`src/rtl/frame_gen_pkg.sv`:
```
// Shared types for the frame generator sequencer.
// Block-type tags, FSM state encoding and tag width.
package frame_gen_pkg;

  localparam int NB_TYPE = 3;

  localparam logic [NB_TYPE-1:0] BT_IDLE  = 3'd0;
  localparam logic [NB_TYPE-1:0] BT_START = 3'd1;
  localparam logic [NB_TYPE-1:0] BT_DATA  = 3'd2;
  localparam logic [NB_TYPE-1:0] BT_TERM  = 3'd3;
  localparam logic [NB_TYPE-1:0] BT_ERROR = 3'd4;

  typedef enum logic [1:0] {
    S_IDLE  = 2'd0,
    S_START = 2'd1,
    S_DATA  = 2'd2,
    S_TERM  = 2'd3
  } state_t;

endpackage

```
`src/rtl/frame_gen_len_counter.sv`:
```
// Loadable up-counter with terminal-count flag.
// o_tc is high once the count reaches limit-1; the count then saturates.
module frame_gen_len_counter #(
  parameter int            NB      = 16,
  parameter logic [NB-1:0] RST_LIM = '0
) (
  input  logic          i_clock,
  input  logic          i_reset,
  input  logic          i_load,
  input  logic [NB-1:0] i_limit,
  input  logic          i_inc,
  output logic          o_tc
);

  logic [NB-1:0] cnt;
  logic [NB-1:0] lim;

  always_ff @(posedge i_clock) begin
    if (i_reset) begin
      cnt <= '0;
      lim <= RST_LIM;
    end else if (i_load) begin
      cnt <= '0;
      lim <= i_limit;
    end else if (i_inc && !o_tc) begin
      cnt <= cnt + NB'(1);
    end
  end

  assign o_tc = (cnt == lim - NB'(1));

endmodule

```
`src/rtl/frame_gen_sequencer.sv`:
```
// Block-type sequencer for the PRBS frame generator.
// Optional error injection: define FRAME_GEN_ERR_INJ_EN.
module frame_gen_sequencer
  import frame_gen_pkg::*;
#(
  parameter int NB_LEN  = 16,
  parameter int NB_GAP  = 8,
  parameter int NB_FCNT = 32
) (
  input  logic               i_clock,
  input  logic               i_reset,
  input  logic               i_enable,
  input  logic               i_run,
  input  logic [NB_LEN-1:0]  i_frame_len,
  input  logic [NB_GAP-1:0]  i_gap_len,
`ifdef FRAME_GEN_ERR_INJ_EN
  input  logic               i_err_inject,
`endif
  output logic               o_data_enable,
  output logic [NB_TYPE-1:0] o_block_type,
  output logic               o_valid,
  output logic               o_busy,
  output logic [NB_FCNT-1:0] o_frame_count
);

  state_t            state;
  logic              data_tc;
  logic              gap_tc;
  logic [NB_GAP-1:0] gap_val;

  assign gap_val = (i_gap_len == '0) ? NB_GAP'(1) : i_gap_len;

  frame_gen_len_counter #(
    .NB      (NB_LEN),
    .RST_LIM ('0)
  ) u_data_cnt (
    .i_clock (i_clock),
    .i_reset (i_reset),
    .i_load  (i_enable && state == S_START),
    .i_limit (i_frame_len),
    .i_inc   (i_enable && state == S_DATA),
    .o_tc    (data_tc)
  );

  // Gap limit comes out of reset at 1 so the first START follows one IDLE.
  frame_gen_len_counter #(
    .NB      (NB_GAP),
    .RST_LIM (NB_GAP'(1))
  ) u_gap_cnt (
    .i_clock (i_clock),
    .i_reset (i_reset),
    .i_load  (i_enable && state == S_TERM),
    .i_limit (gap_val),
    .i_inc   (i_enable && state == S_IDLE),
    .o_tc    (gap_tc)
  );

`ifdef FRAME_GEN_ERR_INJ_EN
  logic armed;
  logic err_use;

  assign err_use = armed && i_enable && state == S_DATA;

  always_ff @(posedge i_clock) begin
    if (i_reset) begin
      armed <= 1'b0;
    end else if (err_use) begin
      armed <= 1'b0;
    end else if (i_err_inject) begin
      armed <= 1'b1;
    end
  end
`else
  localparam logic armed = 1'b0;
`endif

  always_ff @(posedge i_clock) begin
    if (i_reset) begin
      state         <= S_IDLE;
      o_block_type  <= BT_IDLE;
      o_data_enable <= 1'b0;
      o_valid       <= 1'b0;
      o_busy        <= 1'b0;
      o_frame_count <= '0;
    end else if (!i_enable) begin
      o_data_enable <= 1'b0;
      o_valid       <= 1'b0;
    end else begin
      o_valid       <= 1'b1;
      o_data_enable <= 1'b0;
      unique case (state)
        S_IDLE: begin
          o_block_type <= BT_IDLE;
          o_busy       <= 1'b0;
          if (gap_tc && i_run) state <= S_START;
        end
        S_START: begin
          o_block_type <= BT_START;
          o_busy       <= 1'b1;
          state        <= (i_frame_len == '0) ? S_TERM : S_DATA;
        end
        S_DATA: begin
          o_block_type  <= armed ? BT_ERROR : BT_DATA;
          o_busy        <= 1'b1;
          o_data_enable <= 1'b1;
          if (data_tc) state <= S_TERM;
        end
        S_TERM: begin
          o_block_type  <= BT_TERM;
          o_busy        <= 1'b1;
          o_frame_count <= o_frame_count + NB_FCNT'(1);
          state         <= S_IDLE;
        end
        default: state <= S_IDLE;
      endcase
    end
  end

endmodule

```
`config.mk`:
```
export PLATFORM = sky130hd
export DESIGN_NAME = frame_gen_sequencer
export DESIGN_NICKNAME = d
export VERILOG_FILES = /design/src/rtl/frame_gen_pkg.sv /design/src/rtl/frame_gen_len_counter.sv /design/src/rtl/frame_gen_sequencer.sv
export SDC_FILE = /design/constraint.sdc
export NUM_CORES = 1
export LEC_CHECK = 0
export BUFFER_PORTS_ARGS = -buffer_cell sky130_fd_sc_hd__buf_2
export CORE_MARGIN = 5
export CORE_UTILIZATION = 54
export CTS_BUF_LIST = sky130_fd_sc_hd__clkbuf_4 sky130_fd_sc_hd__clkbuf_8
export CTS_CLUSTER_SIZE = 24
export DETAILED_ROUTE_END_ITERATION = 8
export PLACE_DENSITY = 0.87
export SYNTH_ARGS = -nofsm -noshare
export SYNTH_HDL_FRONTEND = slang
export SYNTH_SLANG_ARGS = --single-unit
```
`constraint.sdc`:
```
create_clock -name i_clock -period 3.4 [get_ports i_clock]
set_clock_uncertainty 0.05 [all_clocks]
set_input_delay 0.68 -clock i_clock [delete_from_list [all_inputs] [get_ports i_clock]]
set_output_delay 0.68 -clock i_clock [all_outputs]
set_load 0.01 [all_outputs]
```
### Word-level counts from Yosys, hierarchy flattened

Cells that the tools add are included.

| operators by class | value |
|---|---|
| add/sub/neg operators | 5 |
| equality and inequality tests | 7 |
| muxes and demuxes | 9 |
| bitwise logic cells | 1 |
| reductions and logical operators | 18 |

Operators by type and width:

| operator | count |
|---|---|
| adder 32 x 1 -> 32 bit, second input constant | 1 |
| adder 16 x 1 -> 16 bit, second input constant | 1 |
| equality test 16 bit | 1 |
| logical NOT 16 bit | 1 |
| subtractor 16 x 1 -> 16 bit, second input constant | 1 |
| case mux 3 bit (4 select lines) | 1 |
| adder 8 x 1 -> 8 bit, second input constant | 1 |
| equality test 8 bit | 1 |
| logical NOT 8 bit | 1 |
| 2-to-1 mux 8 bit | 1 |
| case mux 2 bit (4 select lines) | 1 |
| subtractor 8 x 1 -> 8 bit, second input constant | 1 |
| logical AND 1 bit | 7 |
| OR reduction 2 bit | 3 |
| equality test 2 bit, second input constant | 2 |
| 2-to-1 mux 2 bit | 2 |
| != test 2 x 1 -> 1 bit, second input constant | 2 |
| 2-to-1 mux 1 bit | 3 |
| AND reduction 3 bit | 1 |
| OR reduction 3 bit | 1 |
| equality test 2 x 1 -> 1 bit, second input constant | 1 |
| logical NOT 1 bit | 2 |
| logical NOT 2 bit | 1 |
| case mux 1 bit (2 select lines) | 1 |
| other kinds (2) | 2 |

| storage, ports and cells | value |
|---|---|
| register bits | 88 |
| bits of input ports | 28 |
| logic and storage cells | 50 |

### Logic depth before layout (Yosys ltp)

| logic depth | value |
|---|---|
| depth in word-level cells | 5 |
| depth in mapped cells | 12 |

### Modules after synthesis

From an unflattened synthesis, not the netlist that was laid out.

| unflattened totals | value |
|---|---|
| cell total of the unflattened synthesis | 575 |
| area total of the unflattened synthesis | 4916.0 um^2 |

By module, submodules not included:

| module | instances | cells each | area each (um^2) |
|---|---|---|---|
| frame_gen_len_counter at u_data_cnt | 1 | 228 | 2020.7 |
| frame_gen_sequencer | 1 | 240 | 1988.2 |
| frame_gen_len_counter at u_gap_cnt | 1 | 107 | 907.1 |

### Worst setup path after synthesis

OpenSTA, ideal clock, no wires.

| timing | value |
|---|---|
| path kind | register to register |
| from | register u_data_cnt.lim[0] |
| to | register state[0] |
| library setup time | 0.073 ns |
| arrival | 3.142 ns |
| path slack | 0.134 ns |
| stages on the path, launching flop included | 13 |
| path buffers | 3 |
| period minus slack after synthesis | 3.266 ns |
| cell sequence | dfxtp_1 -> inv_1 -> ha_1 -> or3b_1 -> clkbuf_1 -> or4_1 -> a222oi_1 -> o2111ai_1 -> o41ai_4 -> buf_6 -> buf_12 -> a21oi_2 -> nor3_2 |

| on the way | value |
|---|---|
| longest elaborated chain between the ends | 4 |

Ends and longest elaborated chain:

| item | RTL line | source |
|---|---|---|
| start, declared | frame_gen_len_counter.sv:16 | `logic [NB-1:0] lim;` |
| start signal, assigned | frame_gen_len_counter.sv:24 | `lim <= i_limit;` |
| subtractor 16 x 1 -> 16 bit | frame_gen_len_counter.sv:30 | `assign o_tc = (cnt == lim - NB'(1));` |
| equality test 16 bit | frame_gen_len_counter.sv:30 |  |
| != test 2 x 1 -> 1 bit (no line) | n/a |  |
| AND reduction 3 bit (no line) | n/a |  |
| end signal, assigned | frame_gen_sequencer.sv:100 | `state <= (i_frame_len == '0) ? S_TERM : S_DATA;` |
| end, declared | frame_gen_sequencer.sv:26 | `state_t state;` |

Every way passes these cells.
A chain may end at the register's enable or synchronous reset.

### Worst setup path after layout

| timing | value |
|---|---|
| from | register u_data_cnt.lim[0] |
| to | register u_data_cnt.cnt[15] |

| on the way | value |
|---|---|
| longest elaborated chain between the ends | 4 |

Ends and longest elaborated chain:

| item | RTL line | source |
|---|---|---|
| subtractor 16 x 1 -> 16 bit | frame_gen_len_counter.sv:30 |  |
| equality test 16 bit | frame_gen_len_counter.sv:30 |  |
| logical NOT 1 bit | frame_gen_len_counter.sv:25 | `end else if (i_inc && !o_tc) begin` |
| logical AND 1 bit | frame_gen_len_counter.sv:25 |  |
| end signal, assigned | frame_gen_len_counter.sv:26 | `cnt <= cnt + NB'(1);` |
| end, declared | frame_gen_len_counter.sv:15 | `logic [NB-1:0] cnt;` |

Every way passes these cells.

==> results by group <==
Synthesis
  – Syn Inst Count: 583
  – Register area share after synthesis: a little under two fifths
  – Most common flop cell mapped by yosys: dfxtp_1
  – Seq cells post-synth: 87
  – Ranking of synthesized cells by area: dfxtp_1, nand2_1, xor2_1
  – Cell taking the most area after synthesis: dfxtp_1
  – Syn nets: slightly above 600
  – Count leader, synth: dfxtp_1
  – Yosys top cell area share: between 30 and 40%
  – Async SR Flop Fraction: 0%
  – Synth cell types: 59
  – Mapped Area: roughly 0.0047 sq mm
  – Most instantiated cells after synthesis: dfxtp_1, nand2_1, nor2_1
  – Syn avg cell area: roughly 8.0 sq um
  – Ys Warns: 0
  – Number of flops mapped to enable cells by yosys: 0

STA
  – Actual slew at the worst max-slew pin: ~0.76 ns
  – Setup tns final: 0 ns
  – Top achievable clock speed: between 300 and 400 MHz
  – Slew Viols, Final: 0
  – Finish-stage setup viols: 0
  – Final Hold Violating Endpoints: 0
  – Crit path setup slack, layout: around 0.14 ns
  – Period utilisation layout: a little over nine tenths
  – RSZ-0062 raised after global routing: false
  – Relative slew slack: 49.04%
  – Minimum clock period: approximately 3.3 ns

Placed design
  – RD Place Congestion: 0.8779
  – Buffers added on ports: 64
  – Area after DPL: around 0.005 sq mm
  – HPWL Detailed: ~8 mm
  – Pre-CTS setup slack: 0.09497 ns

Cells and area
  – Fin nets: approximately 670
  – Fillers: 760
  – N_diodes: 0
  – Fraction of layout cells with a size suffix above 1: 17.84%
  – Final Cell Area: ~0.0053 sq mm
  – Post-layout util: around three fifths
  – Area growth syn-to-layout: 13.37%

Die
  – Starting Density: between 50% and 60%
  – Core area: 0.008593 sq mm
  – Full die area: 0.01064 sq mm
  – Die width: approximately 100 um
  – Die H: around 100 um
  – Placement Rows: 34
  – I/O pin count: 66

GRT
  – Largest net degree at the start of global routing: 68
  – Vias in the first global route: about 4100
  – Grt total ovfl: 0
  – Tot GR Track Use: between 20% and 30%
  – First-pass GRT wire length: ~18 mm
  – Antenna violations before repair: 0

Setup path
  – Cell Chain, Critical Path: inv_2 > ha_4 > or3b_1 > or4_1 > a222oi_1 > o2111ai_2 > o41ai_4 > buf_4 > buf_12 > nor3_1 > mux2i_1
  – CP Launch Type: flop
  – Worst path required time: about 3.6 ns
  – CP endpoint kind: flop
  – Slowest stage delay, CP: approximately 0.53 ns
  – CP delay by family, top: compound AO/OA/AOI/OAI gates
  – CP arrival: roughly 3.4 ns
  – Worst path bufs/invs: 3
  – Critical path class: reg -> reg
  – Crit Path Max Fanout: 14
  – Slowest CP cell: or4_1

Hold path
  – Hold WC Path Type: reg -> reg

Route
  – Via count: approximately 4400
  – Final wirelength: 11.50 mm
  – Post-route ant nets: 0
  – Vias per inst: 5.904
  – DRT iter0 DRCs: ~190
  – Drt pass-1 iters: 5
  – DRC: 0
  – WL per Instance: around 15 um

Clocking
  – Worst-skew pair later-pin latency: ~0.36 ns
  – Clock transition at the registers of the reported paths: about 0.090 ns
  – Hold_buf cts: 0
  – Sink Count: just under 90
  – Max Root-Sink Buffers: 2
  – Num CTS Buffers: 9
  – CTS root buf: clkbuf_8
  – CTS tree: built
  – H-tree Lvls: 3

Pwr
  – Static leakage: 2.016 nW
  – Cell Pwr Density: 412.8 mW/mm^2
  – Seq pwr share: about half
  – Total power draw: 2.194 mW
  – Net Sw Frac: 28.27%
  – Switch Pwr: just over 0.6 mW
  – Worst VDD drop: between 0.0002 and 0.00025 V
  – Clock share of power: 35.1%
  – Cell Int Power: approximately 1.6 mW
  – Combinational Power Share: between 15 and 20%

Status
  – Result of the run: completed

Flow run
  – Max cap viols: 0
[worst paths after layout]
check | startpoint | to | slack, ns | cells after the start
worst max register to register | u_data_cnt.lim[0] | u_data_cnt.cnt[15] | 0.14 | 11
worst min-delay path | u_gap_cnt.lim[6] | u_gap_cnt.lim[6] | 0.41 | 2
worst min register to register | u_gap_cnt.lim[6] | u_gap_cnt.lim[6] | 0.41 | 2
worst max-delay path | u_data_cnt.lim[0] | u_data_cnt.cnt[15] | 0.14 | 11
[timing repair]
item | 4_1_cts | 5_1_grt
endpoints found under the setup margin | 0 | 18
resized for setup | 0 | 7
buffers inserted | 0 | 1
[routing by layer]
metal	GRT usage (%)	wire length (um)	vias to the layer above	share of wire (%)
li1	-	-	2171	-
met1	26.57	4854	2071	42
met2	36.61	5699	144	50
met3	4.330	683	24	5.9
met4	9.562	261	0	2.3
met5	0	0	-	0
[cell usage in the layout (no fill, tap or decap), types with 3 or more instances in the layout]
cell type and n:
o21ai_0 14, ha_1 9, nand4_1 10, mux2i_1 5
o31ai_1 11, inv_1 13, and4_1 5, nor4_1 13
or4_2 9, a21oi_2 3, or2_2 3, xor2_1 33
clkbuf_8 11, xnor2_1 27, or3_1 15, nor3_1 14
a21oi_1 48, buf_2 64, or4_1 6, nor2_1 58
dfxtp_1 87, a211oi_1 4, and2_1 3, buf_4 6
nand3_1 27, and3_1 8, nand2_1 83
[registers in the layout, summed over array words and instances (netlist names), 2 cells and up]
name and cells:
u_gap_cnt.lim 8, u_gap_cnt.cnt 8, o_block_type 2, u_data_cnt.cnt 16, o_frame_count 32, u_data_cnt.lim 16
state 2
[power by group through the flow]
stage               logic [mW]  clock network [mW]  registers (mW)
floorplan                0.253                   0            1.08
global placement         0.319                   0            1.09
detailed placement       0.332                   0            1.09
CTS                      0.334               0.778            1.07
global route             0.388               0.829            1.07
finish                   0.355               0.769            1.07
[area by class of cell]
cell class / count / area [sq um] / share of cell area, %
clock inverters: 5 / 62.56 / 1.177
flip-flops and latches: 87 / 1742 / 32.78
clock buffers: 11 / 151.4 / 2.849
well taps: 108 / 135.1 / 2.543
repair buffers: 72 / 410.4 / 7.723
multi-input cells: 450 / 2760 / 51.94
inverters: 14 / 52.55 / 0.9889
[through the flow]
| stage | cells | hold WS [ns] |
|---|---|---|
| after floorplan | 583 | 0.3863 |
| after global placement | 729 | 0.3978 |
| after detailed placement | 729 | 0.3987 |
| after CTS | 745 | 0.4097 |
| after global routing | 747 | 0.4356 |
| final | 747 | 0.4088 |
[kinds of logic after synthesis]
group,count (synthesis),synth area share (%)
buffers and inverters,46,4.538
AND/OR/NAND/NOR,268,28.48
AO/OA/AOI/OAI,106,14.79
flip-flops,87,37.16
other,1,0.08001
multiplexers,5,1.068
adder cells (fa/ha/maj),10,2.670
XOR/XNOR,60,11.21
[worst register-to-register path, cell delays in order (launching register included)]
cell       delay, ns
dfxtp_1         0.38
inv_2           0.10
ha_4            0.17
or3b_1          0.38
or4_1           0.53
a222oi_1        0.40
o2111ai_2       0.22
o41ai_4         0.36
buf_4           0.19
buf_12          0.14
nor3_1          0.07
mux2i_1         0.16
No activity file was read; power rests on OpenSTA's default activity.
